### src/rtl/pointer_pkg.sv
// Shared state/mode types, packet bit layout and the frame builder
// for the CD-i pointing-device generator.
package pointer_pkg;

  typedef enum logic [2:0] {
    DEVICE_ID,
    IDLE,
    BYTE0,
    BYTE1,
    BYTE2,
    BYTE3
  } e_state;

  typedef enum logic {
    MODE_REL = 1'b0,
    MODE_ABS = 1'b1
  } e_mode;

  localparam int JOY_RIGHT = 0;
  localparam int JOY_LEFT  = 1;
  localparam int JOY_DOWN  = 2;
  localparam int JOY_UP    = 3;
  localparam int JOY_B2    = 4;
  localparam int JOY_B1    = 5;

  localparam logic [1:0] HDR_FIRST = 2'b11;
  localparam logic [1:0] HDR_NEXT  = 2'b10;

  localparam int CAPTURE_CNT = 10;
  localparam int POS_W       = 10;

  typedef logic [3:0][7:0] frame_t;

  // Relative mode only looks at the low 8 bits of x/y (signed deltas).
  function automatic frame_t build_frame(input e_mode            mode,
                                         input logic             b1,
                                         input logic             b2,
                                         input logic [POS_W-1:0] x,
                                         input logic [POS_W-1:0] y);
    frame_t f;
    f[1] = {HDR_NEXT, x[5:0]};
    f[2] = {HDR_NEXT, y[5:0]};
    if (mode == MODE_REL) begin
      f[0] = {HDR_FIRST, b1, b2, y[7:6], x[7:6]};
      f[3] = 8'h00;
    end else begin
      f[0] = {HDR_FIRST, b1, b2, x[9:8], y[9:8]};
      f[3] = {HDR_NEXT, 2'b00, x[7:6], y[7:6]};
    end
    return f;
  endfunction

endpackage

### src/rtl/bytestream.sv
// Byte-wide stream with a single-cycle write strobe.
interface bytestream;
  logic [7:0] data;
  logic       write;

  modport source (output data, output write);
  modport sink   (input  data, input  write);
endinterface

### src/rtl/pointer_motion.sv
// Speed/acceleration, per-report delta and clamped absolute position.
// POINTER_ANALOG_EN adds an analog-stick delta used when no direction is held.
module pointer_motion
  import pointer_pkg::*;
#(
  parameter int SPEED_SLOW    = 2,
  parameter int SPEED_FAST    = 8,
  parameter int SPEED_FAST_OC = 7,
  parameter int ACCEL_THRESH  = 5,
  parameter int ACCEL_MAX     = 7,
  parameter int X_MAX         = 767,
  parameter int Y_MAX         = 559
`ifdef POINTER_ANALOG_EN
  ,
  parameter int DEADZONE      = 16
`endif
) (
  input  logic                clk,
  input  logic                reset_n,
  input  logic [3:0]          dir_i,
  input  logic                overclock_i,
  input  logic                update_i,
  input  logic                abs_en_i,
`ifdef POINTER_ANALOG_EN
  input  logic [15:0]         analog_i,
`endif
  output logic signed [7:0]   dx_o,
  output logic signed [7:0]   dy_o,
  output logic [POS_W-1:0]    pos_x_o,
  output logic [POS_W-1:0]    pos_y_o,
  output logic                pos_changed_o
);

  localparam int ACC_W = $clog2(ACCEL_MAX + 1);
  localparam logic [POS_W-1:0] X_LIM = POS_W'(X_MAX);
  localparam logic [POS_W-1:0] Y_LIM = POS_W'(Y_MAX);

  logic [ACC_W-1:0]  accel_q, accel_d;
  logic [POS_W-1:0]  pos_x_q, pos_x_d, pos_y_q, pos_y_d;
  logic signed [7:0] speed, dig_dx, dig_dy;

  function automatic logic [POS_W-1:0] clamp_add(input logic [POS_W-1:0] pos,
                                                 input logic signed [7:0] d,
                                                 input logic [POS_W-1:0]  lim);
    logic signed [POS_W:0] sum;
    sum = $signed({1'b0, pos}) + $signed({{(POS_W-7){d[7]}}, d});
    if (sum[POS_W])
      return '0;
    else if (sum > $signed({1'b0, lim}))
      return lim;
    else
      return sum[POS_W-1:0];
  endfunction

  always_comb begin
    speed = 8'(SPEED_SLOW);
    if (accel_q >= ACC_W'(ACCEL_THRESH))
      speed = overclock_i ? 8'(SPEED_FAST_OC) : 8'(SPEED_FAST);
  end

  // Left beats right and up beats down when both are held.
  always_comb begin
    dig_dx = '0;
    dig_dy = '0;
    if (dir_i[JOY_LEFT])
      dig_dx = -speed;
    else if (dir_i[JOY_RIGHT])
      dig_dx = speed;
    if (dir_i[JOY_UP])
      dig_dy = -speed;
    else if (dir_i[JOY_DOWN])
      dig_dy = speed;
  end

`ifdef POINTER_ANALOG_EN
  function automatic logic signed [7:0] analog_step(input logic signed [7:0] axis);
    logic [8:0] mag;
    logic [8:0] step;
    mag  = axis[7] ? 9'(-$signed({axis[7], axis})) : {1'b0, axis};
    step = '0;
    if (mag > 9'(DEADZONE)) begin
      step = mag >> 4;
      if (step > 9'(SPEED_FAST))
        step = 9'(SPEED_FAST);
    end
    return axis[7] ? -$signed(step[7:0]) : $signed(step[7:0]);
  endfunction

  always_comb begin
    dx_o = dig_dx;
    dy_o = dig_dy;
    if (dir_i == '0) begin
      dx_o = analog_step(analog_i[7:0]);
      dy_o = analog_step(analog_i[15:8]);
    end
  end
`else
  assign dx_o = dig_dx;
  assign dy_o = dig_dy;
`endif

  always_comb begin
    accel_d = accel_q;
    if (update_i) begin
      if (dir_i == '0)
        accel_d = '0;
      else if (accel_q != ACC_W'(ACCEL_MAX))
        accel_d = accel_q + 1'b1;
    end
  end

  assign pos_x_o       = clamp_add(pos_x_q, dx_o, X_LIM);
  assign pos_y_o       = clamp_add(pos_y_q, dy_o, Y_LIM);
  assign pos_changed_o = (pos_x_o != pos_x_q) || (pos_y_o != pos_y_q);

  always_comb begin
    pos_x_d = pos_x_q;
    pos_y_d = pos_y_q;
    if (update_i && abs_en_i) begin
      pos_x_d = pos_x_o;
      pos_y_d = pos_y_o;
    end
  end

  always_ff @(posedge clk or negedge reset_n) begin
    if (!reset_n) begin
      accel_q <= '0;
      pos_x_q <= POS_W'(X_MAX / 2);
      pos_y_q <= POS_W'(Y_MAX / 2);
    end else begin
      accel_q <= accel_d;
      pos_x_q <= pos_x_d;
      pos_y_q <= pos_y_d;
    end
  end

endmodule

### src/rtl/cdi_pointer_gen.sv
// CD-i pointing-device emulator: joystick state to paced serial bytes (relative or absolute).
// Optional POINTER_ANALOG_EN adds joystick_analog and the DEADZONE parameter.
//
// state     | meaning
// DEVICE_ID | after rts: send REL_ID/ABS_ID at slot end
// IDLE      | sample joystick at cnt==CAPTURE_CNT, start packet if needed
// BYTE0..2  | send frame byte n at slot end
// BYTE3     | absolute mode only: send last frame byte
module cdi_pointer_gen
  import pointer_pkg::*;
#(
  parameter int         TICKS_PER_BYTE    = 250000,
  parameter int         TICKS_PER_BYTE_OC = 200000,
  parameter int         CNT_W             = 19,
  parameter logic [7:0] REL_ID            = 8'hCA,
  parameter logic [7:0] ABS_ID            = 8'hCB,
  parameter int         SPEED_SLOW        = 2,
  parameter int         SPEED_FAST        = 8,
  parameter int         SPEED_FAST_OC     = 7,
  parameter int         ACCEL_THRESH      = 5,
  parameter int         ACCEL_MAX         = 7,
  parameter int         X_MAX             = 767,
  parameter int         Y_MAX             = 559
`ifdef POINTER_ANALOG_EN
  ,
  parameter int         DEADZONE          = 16
`endif
) (
  input  logic        clk,
  input  logic        reset_n,
  input  logic [15:0] mister_joystick,
  input  logic        rts,
  input  logic        overclock,
  input  logic        abs_mode,
`ifdef POINTER_ANALOG_EN
  input  logic [15:0] joystick_analog,
`endif
  bytestream.source   serial_out
);

  e_state            state_q, state_d;
  e_mode             mode_q, mode_d;
  logic [CNT_W-1:0]  cnt_q, cnt_d, tick;
  logic [7:0]        data_q, data_d;
  logic              write_q, write_d;
  frame_t            frame_q, frame_d;
  logic [1:0]        btn_hist_q, btn_hist_d;
  logic signed [7:0] x_hist_q, x_hist_d, y_hist_q, y_hist_d;

  logic              capture;
  logic [1:0]        btn;
  logic signed [7:0] dx, dy;
  logic [POS_W-1:0]  pos_x, pos_y, fx, fy;
  logic              pos_changed;
  logic              tx_rel, tx_abs;
  logic              unused_joy;

  assign unused_joy = ^mister_joystick[15:6];
  assign btn        = {mister_joystick[JOY_B1], mister_joystick[JOY_B2]};
  assign tick       = overclock ? CNT_W'(TICKS_PER_BYTE_OC) : CNT_W'(TICKS_PER_BYTE);
  assign capture    = !rts && (state_q == IDLE) && (cnt_q == CNT_W'(CAPTURE_CNT));

  pointer_motion #(
    .SPEED_SLOW    (SPEED_SLOW),
    .SPEED_FAST    (SPEED_FAST),
    .SPEED_FAST_OC (SPEED_FAST_OC),
    .ACCEL_THRESH  (ACCEL_THRESH),
    .ACCEL_MAX     (ACCEL_MAX),
    .X_MAX         (X_MAX),
    .Y_MAX         (Y_MAX)
`ifdef POINTER_ANALOG_EN
    ,
    .DEADZONE      (DEADZONE)
`endif
  ) u_motion (
    .clk           (clk),
    .reset_n       (reset_n),
    .dir_i         (mister_joystick[3:0]),
    .overclock_i   (overclock),
    .update_i      (capture),
    .abs_en_i      (mode_q == MODE_ABS),
`ifdef POINTER_ANALOG_EN
    .analog_i      (joystick_analog),
`endif
    .dx_o          (dx),
    .dy_o          (dy),
    .pos_x_o       (pos_x),
    .pos_y_o       (pos_y),
    .pos_changed_o (pos_changed)
  );

  // Relative mode keeps reporting while moving; absolute only on change.
  assign tx_rel = (btn != btn_hist_q) || (dx != x_hist_q) || (dy != y_hist_q) ||
                  (dx != '0) || (dy != '0);
  assign tx_abs = (btn != btn_hist_q) || pos_changed;

  assign fx = (mode_q == MODE_ABS) ? pos_x : {{2{dx[7]}}, dx};
  assign fy = (mode_q == MODE_ABS) ? pos_y : {{2{dy[7]}}, dy};

  always_comb begin
    state_d    = state_q;
    mode_d     = mode_q;
    cnt_d      = cnt_q - 1'b1;
    data_d     = data_q;
    write_d    = 1'b0;
    frame_d    = frame_q;
    btn_hist_d = btn_hist_q;
    x_hist_d   = x_hist_q;
    y_hist_d   = y_hist_q;
    if (rts) begin
      state_d = DEVICE_ID;
      cnt_d   = tick;
      mode_d  = e_mode'(abs_mode);
    end else if (cnt_q == '0) begin
      cnt_d = tick;
      case (state_q)
        DEVICE_ID: begin
          data_d  = (mode_q == MODE_ABS) ? ABS_ID : REL_ID;
          write_d = 1'b1;
          state_d = IDLE;
        end
        IDLE: state_d = IDLE;
        BYTE0: begin
          data_d  = frame_q[0];
          write_d = 1'b1;
          state_d = BYTE1;
        end
        BYTE1: begin
          data_d  = frame_q[1];
          write_d = 1'b1;
          state_d = BYTE2;
        end
        BYTE2: begin
          data_d  = frame_q[2];
          write_d = 1'b1;
          state_d = (mode_q == MODE_ABS) ? BYTE3 : IDLE;
        end
        BYTE3: begin
          data_d  = frame_q[3];
          write_d = 1'b1;
          state_d = IDLE;
        end
        default: state_d = DEVICE_ID;
      endcase
    end else if (capture) begin
      frame_d    = build_frame(mode_q, btn[1], btn[0], fx, fy);
      btn_hist_d = btn;
      x_hist_d   = dx;
      y_hist_d   = dy;
      if ((mode_q == MODE_ABS) ? tx_abs : tx_rel)
        state_d = BYTE0;
    end
  end

  always_ff @(posedge clk or negedge reset_n) begin
    if (!reset_n) begin
      state_q    <= DEVICE_ID;
      mode_q     <= MODE_REL;
      cnt_q      <= CNT_W'(TICKS_PER_BYTE);
      data_q     <= '0;
      write_q    <= 1'b0;
      frame_q    <= '0;
      btn_hist_q <= '0;
      x_hist_q   <= '0;
      y_hist_q   <= '0;
    end else begin
      state_q    <= state_d;
      mode_q     <= mode_d;
      cnt_q      <= cnt_d;
      data_q     <= data_d;
      write_q    <= write_d;
      frame_q    <= frame_d;
      btn_hist_q <= btn_hist_d;
      x_hist_q   <= x_hist_d;
      y_hist_q   <= y_hist_d;
    end
  end

  assign serial_out.data  = data_q;
  assign serial_out.write = write_q;

endmodule

### src/flat_wrapper.sv
// flat-port wrapper written by rule: the top's interface ports become plain ports
module cdi_pointer_gen_flat import pointer_pkg::*;
#(
  parameter int         TICKS_PER_BYTE    = 250000,
  parameter int         TICKS_PER_BYTE_OC = 200000,
  parameter int         CNT_W             = 19,
  parameter logic [7:0] REL_ID            = 8'hCA,
  parameter logic [7:0] ABS_ID            = 8'hCB,
  parameter int         SPEED_SLOW        = 2,
  parameter int         SPEED_FAST        = 8,
  parameter int         SPEED_FAST_OC     = 7,
  parameter int         ACCEL_THRESH      = 5,
  parameter int         ACCEL_MAX         = 7,
  parameter int         X_MAX             = 767,
  parameter int         Y_MAX             = 559

)
  (clk, reset_n, mister_joystick, rts, overclock, abs_mode, serial_out_data, serial_out_write);
  bytestream serial_out_i ();
  input  logic clk;
  input  logic reset_n;
  input  logic [15:0] mister_joystick;
  input  logic rts;
  input  logic overclock;
  input  logic abs_mode;
  output wire logic [$bits(serial_out_i.data)-1:0] serial_out_data;
  output wire logic [$bits(serial_out_i.write)-1:0] serial_out_write;
  assign serial_out_data = serial_out_i.data;
  assign serial_out_write = serial_out_i.write;
  cdi_pointer_gen #(.TICKS_PER_BYTE(TICKS_PER_BYTE), .TICKS_PER_BYTE_OC(TICKS_PER_BYTE_OC), .CNT_W(CNT_W), .REL_ID(REL_ID), .ABS_ID(ABS_ID), .SPEED_SLOW(SPEED_SLOW), .SPEED_FAST(SPEED_FAST), .SPEED_FAST_OC(SPEED_FAST_OC), .ACCEL_THRESH(ACCEL_THRESH), .ACCEL_MAX(ACCEL_MAX), .X_MAX(X_MAX), .Y_MAX(Y_MAX)) u_core (.clk(clk), .reset_n(reset_n), .mister_joystick(mister_joystick), .rts(rts), .overclock(overclock), .abs_mode(abs_mode), .serial_out(serial_out_i));
endmodule
### config.mk
export PLATFORM = sky130hd
export DESIGN_NAME = cdi_pointer_gen_flat
export DESIGN_NICKNAME = d
export VERILOG_FILES = /design/src/rtl/pointer_pkg.sv /design/src/rtl/bytestream.sv /design/src/rtl/pointer_motion.sv /design/src/rtl/cdi_pointer_gen.sv /design/src/flat_wrapper.sv
export SDC_FILE = /design/constraint.sdc
export NUM_CORES = 1
export LEC_CHECK = 0
export ABC_AREA = 1
export CAP_MARGIN = 5
export CORE_MARGIN = 2
export CORE_UTILIZATION = 45
export DETAILED_ROUTE_END_ITERATION = 8
export PLACE_DENSITY_LB_ADDON = 0.2
export RECOVER_POWER = 50
export SLEW_MARGIN = 0
export SYNTH_ARGS = -nofsm -noshare
export SYNTH_HDL_FRONTEND = slang
export SYNTH_SLANG_ARGS = --single-unit
### constraint.sdc
create_clock -name clk -period 3.13 [get_ports clk]
set_input_delay 0.626 -clock clk [delete_from_list [all_inputs] [get_ports clk]]
set_output_delay 0.626 -clock clk [all_outputs]
set_load 0.05 [all_outputs]
==> results of run 1 <==
-- area by class of cell --
type	instances	share of cell area [%]
Multi-Input combinational cell	616	45.1
Sequential cell	93	29.2
Timing Repair Buffer	133	13.2
Inverter	131	6.11
Clock buffer	11	2.89
Tap cell	176	2.74
Clock inverter	5	0.793
-- synthesized netlist by cell type (9+ instances only) --
master and n:
inv_1 126, clkbuf_1 18, nand4_1 14, nand2_1 240, xor2_1 18, dfstp_2 20, a21oi_1 27, o22ai_1 9
nor3_1 10, o21ai_0 62, nand2_2 10, nor2_1 82, ha_1 28, dfrtp_1 73, nand3_1 57
-- logic make-up (layout without fill, tap and decap cells) --
kind of cell               count (synthesis)  in the layout  share of synthesized area (%)
muxes                                      1              1                          0.184
xor gates and xnor gates                  22             22                           3.15
adders and majority gates                 30             30                           6.37
DFF                                       93             93                           38.4
and+or+nand+nor                          438            441                           30.9
buffers and inverters                    154            280                           9.89
AOI/OAI and AO/OA                        122            122                           11.1
-- layer usage --
| layer | global-route usage [%] | vias up | routed length [µm] |
|---|---|---|---|
| li1 | - | 3016 | - |
| met1 | 32.9 | 2753 | 8100 |
| met2 | 38.0 | 114 | 7850 |
| met3 | 3.54 | 35 | 579 |
| met4 | 9.16 | 0 | 495 |
| met5 | 0 | - | 0 |
-- state kept, by name, indices dropped and copies added (netlist names) --
| name | cells |
|---|---|
| u_core.frame_q | 23 |
| u_core.cnt_q | 19 |
| u_core.u_motion.pos_x_q | 10 |
| u_core.u_motion.pos_y_q | 10 |
| u_core.serial_out.data | 8 |
| u_core.x_hist_q | 7 |
| u_core.y_hist_q | 7 |
| u_core.state_q | 3 |
| u_core.u_motion.accel_q | 3 |
| u_core.btn_hist_q | 1 |
| u_core.mode_q | 1 |
| u_core.serial_out.write | 1 |
-- power by group through the flow --
stage          Sequential (mW)  Clock [mW]  Combinational (mW)
5_1_grt                   1.27        1.20               0.725
3_5_place_dp              1.29           0               0.560
3_3_place_gp              1.29           0               0.556
6_report                  1.27        1.12               0.656
2_1_floorplan             1.28           0               0.340
4_1_cts                   1.27        1.14               0.605
-- repair_timing --
item / 4_1_cts / 5_1_grt
gates cloned: 1 / 2
setup buffers: 12 / 8
pin swaps: 24 / 54
endpoints found under the setup margin: 7 / 23
gates resized for setup: 46 / 74
-- worst min-delay path, delay by kind of cell (launching register included) --
family	cells	cell delay [ns]
AO/OA/AOI/OAI	1	0.05
flip-flops	1	0.34
AND/OR/NAND/NOR	1	0.05
-- through the flow --
stage               utilization [%]  setup WS (ns)  hold slack, ns
floorplan                         -        0.00712           0.330
global placement               54.1         -0.760           0.466
detailed placement             54.1         -0.794           0.469
CTS                            58.4         -0.281           0.304
global route                   60.8         -0.488           0.518
finish                         60.8         -0.286           0.481
-- path summary, 6_finish.rpt --
kind                            depth (start not counted)                                    end                                   start  slack (ns)
max in group asynchronous                               2             u_core.cnt_q[12]$_DFF_PN1_                                 reset_n        0.52
worst min-delay path                                    2  u_core.serial_out.data[0]$_DFFE_PN0P_   u_core.serial_out.data[0]$_DFFE_PN0P_        0.48
worst min register to register                          2  u_core.serial_out.data[0]$_DFFE_PN0P_   u_core.serial_out.data[0]$_DFFE_PN0P_        0.48
worst max-delay path                                   29          u_core.state_q[0]$_DFFE_PN0P_  u_core.u_motion.accel_q[0]$_DFFE_PN0P_       -0.29
worst max register to register                         29          u_core.state_q[0]$_DFFE_PN0P_  u_core.u_motion.accel_q[0]$_DFFE_PN0P_       -0.29
min in group asynchronous                               1  u_core.serial_out.data[7]$_DFFE_PN0P_                                 reset_n        1.06
==> flow_summary_export.csv, run 1 <==
group,metric,value,unit
logic_synthesis,avgSynthCellArea,7.12,µm²
min_path,hold_path.class,"flop to flop",
logic_synthesis,synth_cell_types,42,
detailed_routing,wl_per_cell,14.6,µm
clocking,cts_max_path_buffers,2,
detailed_routing,vias,5918,
clocking,cts_tree,"done",
logic_synthesis,ys.warnings.count,0,
detailed_routing,viasPerCell,5.08,
clocking,clk_pin_slew,0.07,ns
finish,areaGrowthSynthToFinish,31.4,%
setup_path,crit_fanout,3,
timing,hold_viol,0,
setup_path,crit_path_start_kind,"flop",
floorplanning,die-area,14600,µm²
clocking,cts-root-buf,"clkbuf_16",
finish,finalInstanceArea,8050,µm²
floorplanning,die_h,121,µm
floorplanning,chipWidth,121,µm
setup_path,critical-path-top-delay-family,"simple AND/OR/NAND/NOR gates",
setup_path,setup.worst_path.end_class,"flop",
logic_synthesis,synth.largest_area_cell,"dfrtp_1",
logic_synthesis,synthesis.nets,911,
global_route,gr-usage-all-layers,23.9,%
timing,finalWorstSetupSlack,-0.286,ns
clocking,htreeDepth,3,
timing,setup_viol,3,
placement,dpl-instance-area,7170,µm²
detailed_routing,drt_iter0_drc,409,
logic_synthesis,yosys-top-cells-area,"dfrtp_1 30%, nand2_1 15%, dfstp_2 8.6%",
setup_path,crit_buf_inv,3,
global_route,grt_pass1_vias,5552,
power,seqPwrFrac,41.6,%
timing,drv_slew,49,
floorplanning,ios,30,
placement,port_buffers,19,
setup_path,crit_type,"flop to flop",
timing,tns,-0.843,ns
placement,gp_congestion,0.918,
finish,seqCellArea,2350,µm²
run,maxCapViolCount,1,
global_route,overflow,0,
finish,fillers,1222,
placement,dp_hpwl,12.4,mm
floorplanning,core_area,13200,µm²
floorplanning,start_util,46.3,%
timing,post-route-period-util,109,%
setup_path,max_stage_delay,0.40,ns
timing,fmax,293,MHz
detailed_routing,drc,0,
finish,layoutNonFillerInstCount,1165,
clocking,cts_made_buffers,9,
logic_synthesis,ys_seq_area_share,38.4,%
clocking,clk_latency,0.36,ns
logic_synthesis,synthArstFlopShare,100,%
power,p_leak,4.05,nW
power,total_power,3.05,mW
power,combPwrFrac,21.6,%
logic_synthesis,synth_edf_count,0,
finish,layout_commonest_cell,"nand2_1",
finish,drive_gt1_share,26.8,%
logic_synthesis,syn_inst,860,
power,p_int,2.14,mW
logic_synthesis,synth.top_cell.area_share,29.8,%
power,peakVddDrop,0.243,mV
timing,slew_headroom,-71.1,%
floorplanning,num_rows,42,
finish,finalNetCount,1035,
logic_synthesis,syn-cell-area,6130,µm²
setup_path,cp.required,3.43,ns
placement,dp.cells,1130,
status,status,"complete, but fails checks",
status,violations,"max-capacitance violations, max-slew violations, negative setup slack",
power,p_switching,0.905,mW
power,power.density,378,nW/µm²
global_route,grt_max_degree,49,
clocking,cts_sinks,93,
logic_synthesis,synth_ff_type,"dfrtp_1",
finish,final_cell_mix,"202 x nand2_1, 122 x inv_1, 103 x buf_4, 73 x dfrtp_1, 66 x nor2_1",
finish,multiInputGateArea,3630,µm²
detailed_routing,wirelength,17.0,mm
power,p_clk_share,36.8,%
global_route,antenna_found_initial,0,
timing,rsz0062_at_grt,"true",
setup_path,cp.arrival,3.71,ns
timing,min_period,3.42,ns
global_route,grt_pass1_wl,27.3,mm
clocking,cts_hold_buffers,0,
detailed_routing,final_antenna_net_count,0,
finish,diodes,0,
detailed_routing,drtPass1Iterations,5,
setup_path,slowest_stage,"dfrtp_1",
logic_synthesis,ys_ff_latch,93,
timing,clock_skew,0.0100,ns
timing,worst_slew_pin_slew,2.57,ns
power,swShare,29.7,%
setup_path,cp_common_cell,"nand2_2",
(Power assumes the default switching activity.)
==> run 2, diff against run 1 <==
- CELL_PAD_IN_SITES_DETAIL_PLACEMENT: not set -> 0
- CELL_PAD_IN_SITES_GLOBAL_PLACEMENT: not set -> 2
- CORE_UTILIZATION: 45 -> 32
- HOLD_SLACK_MARGIN: not set -> 0.05
==> run 2 against run 1 <==
The flow still finishes with violations (max-capacitance violations, max-slew violations, negative setup slack). Critical path depth is 1 higher. Largest power group unchanged. Sequential share of layout area decreased by 0.67 points. Sequential cell count did not move. Highest routed layer unchanged. Cell count rose by 5.5%. Count of clock-buffer cells in the layout is 2 lower. Utilization shrank 17 points.
==> flow_summary_export.csv, run 2 (synthesis gave the netlist of run 1 again) <==
group,metric,value,unit
timing,setup_viol,3,
detailed_routing,wirelength,18.6,mm
detailed_routing,drc,0,
clocking,clk_latency,0.36,ns
global_route,grt_pass1_vias,5813,
setup_path,slowest_stage,"dfrtp_1",
floorplanning,core_area,18800,µm²
detailed_routing,viasPerCell,4.80,
timing,post-route-period-util,114,%
min_path,hold_start,"u_core.frame_q[27]$_DFFE_PN0P_",
detailed_routing,vias,5901,
status,violations,"max-capacitance violations, max-slew violations, negative setup slack",
setup_path,rrSetupSlack,-0.43,ns
detailed_routing,drtPass1Iterations,4,
detailed_routing,final_antenna_net_count,0,
setup_path,reg2reg_from,"u_core.u_motion.accel_q[1]$_DFFE_PN0P_",
power,p_leak,4.13,nW
clocking,cts_hold_buffers,0,
finish,drive_gt1_share,27.2,%
finish,layout_commonest_cell,"nand2_1",
global_route,overflow,0,
setup_path,crit_fanout,5,
min_path,worstHoldPathCells,2,
global_route,grt_pass1_wl,29.7,mm
setup_path,crit_path_start_kind,"flop",
setup_path,max_stage_delay,0.38,ns
finish,final_util,43.9,%
setup_path,crit_type,"flop to flop",
floorplanning,die_h,142,µm
global_route,antenna_found_initial,0,
timing,worst_slew_pin_slew,2.67,ns
placement,dp_hpwl,14.3,mm
clocking,htreeDepth,3,
finish,diodes,0,
finish,largest_reg_flops,23,
clocking,clk_pin_slew,0.08,ns
setup_path,reg2reg_depth,30,
clocking,cts_made_buffers,9,
setup_path,cp_common_cell,"nand2_2",
finish,finalNetCount,1041,
status,status,"complete, but fails checks",
floorplanning,chipWidth,142,µm
detailed_routing,wl_per_cell,15.1,µm
detailed_routing,drt_iter0_drc,276,
floorplanning,num_rows,50,
timing,finalWorstSetupSlack,-0.432,ns
clocking,cts_sinks,93,
placement,port_buffers,19,
setup_path,cp.arrival,3.86,ns
finish,top_register,"u_core.frame_q",
global_route,grt_max_degree,48,
floorplanning,ios,30,
finish,areaGrowthSynthToFinish,34.5,%
power,peakVddDrop,0.190,mV
finish,reg.largest.list,"u_core.frame_q (23), u_core.cnt_q (19)",
timing,rsz0062_at_grt,"true",
setup_path,setup.worst_path.end_class,"flop",
floorplanning,start_util,32.6,%
timing,holdWs,0.481,ns
timing,hold_viol,0,
clocking,cts_tree,"done",
min_path,hold_end,"u_core.frame_q[27]$_DFFE_PN0P_",
min_path,hold_path.class,"flop to flop",
placement,gp_congestion,0.826,
timing,slew_headroom,-77.8,%
floorplanning,die-area,20300,µm²
setup_path,r2r-end,"u_core.state_q[0]$_DFFE_PN0P_",
clocking,cts_max_path_buffers,2,
placement,place_ws,-1.07,ns
run,maxCapViolCount,1,
timing,min_period,3.56,ns
timing,drv_slew,48,
timing,clock_skew,0.00704,ns
finish,final_cell_mix,"207 x nand2_1, 121 x inv_1, 107 x buf_4, 73 x dfrtp_1, 67 x nor2_1",
power,power.density,370,nW/µm²
setup_path,cp.required,3.42,ns
clocking,cts-root-buf,"clkbuf_16",
global_route,gr-usage-all-layers,18.8,%
timing,fmax,281,MHz
-- run 2: changes by cell type in the layout (fill, tap and decap cells not counted), moves of 4 or more --
cell	change
nand3_2	-7
buf_4	+4
o21ai_0	-11
nand2_1	+5
o21ai_2	+4
nand2_2	-8
nand3_1	+4
o21ai_1	+7
-- run 2: where the power goes --
group	switching, mW	total [mW]	internal [mW]
clock	0.539	1.10	0.558
sequential	0.0331	1.27	1.23
combinational	0.380	0.681	0.300
total	0.953	3.05	2.09
-- run 2: area by class of cell --
class	count	area (µm²)
timing repair buffer	142	1200
fill	1946	10500
sequential	93	2350
clock inverter	7	63.8
multi-input combinational	613	3610
tap	234	293
inverter	131	494
clock buffer	9	225
-- run 2: per-layer routing --
layer | vias up | wire, µm | share of wire (%) | GRT usage [%]
li1 | 3030 | - | - | -
met1 | 2760 | 8940 | 48 | 24.8
met2 | 84 | 8650 | 46 | 31.1
met3 | 27 | 515 | 2.8 | 3.40
met4 | 0 | 497 | 2.7 | 6.67
met5 | - | 0 | 0 | 0
-- run 2: what timing repair did --
item / CTS / global route
pin swaps: 23 / 50
gates resized for setup: 42 / 91
gates cloned: 1 / 0
setup endpoints to repair: 16 / 32
setup buffers: 10 / 12
-- run 2: stage by stage --
step / TNS, ns / total power, mW / area [µm²] / std cells
2_1_floorplan: 0 / 1.62 / 6140 / 860
3_3_place_gp: -14.16 / 1.88 / 7310 / 1192
3_5_place_dp: -13.89 / 1.88 / 7310 / 1192
4_1_cts: -1.35 / 3.02 / 7880 / 1219
5_1_grt: -12.22 / 3.21 / 8240 / 1229
6_report: -1.26 / 3.05 / 8240 / 1229
-- run 2: worst max path at each step --
stage                                                start                       endpoint  slack [ns]
floorplan           u_core.u_motion.accel_q[0]$_DFFE_PN0P_  u_core.state_q[0]$_DFFE_PN0P_       0.007
global placement                        mister_joystick[1]  u_core.state_q[1]$_DFFE_PN0P_       -1.07
detailed placement                      mister_joystick[1]  u_core.state_q[0]$_DFFE_PN0P_       -1.07
CTS                 u_core.u_motion.accel_q[0]$_DFFE_PN0P_  u_core.state_q[0]$_DFFE_PN0P_       -0.43
global route        u_core.u_motion.accel_q[1]$_DFFE_PN0P_  u_core.state_q[0]$_DFFE_PN0P_       -0.74
finish              u_core.u_motion.accel_q[1]$_DFFE_PN0P_  u_core.state_q[0]$_DFFE_PN0P_       -0.43
-- run 2: worst max-delay path: cells and delay by family, from the launching register on --
| family | cells | cell delay [ns] |
|---|---|---|
| xor gates and xnor gates | 1 | 0.17 |
| DFF | 1 | 0.38 |
| AOI/OAI and AO/OA | 1 | 0.13 |
| adders and majority gates | 2 | 0.37 |
| and+or+nand+nor | 21 | 1.89 |
| buffers and inverters | 5 | 0.56 |
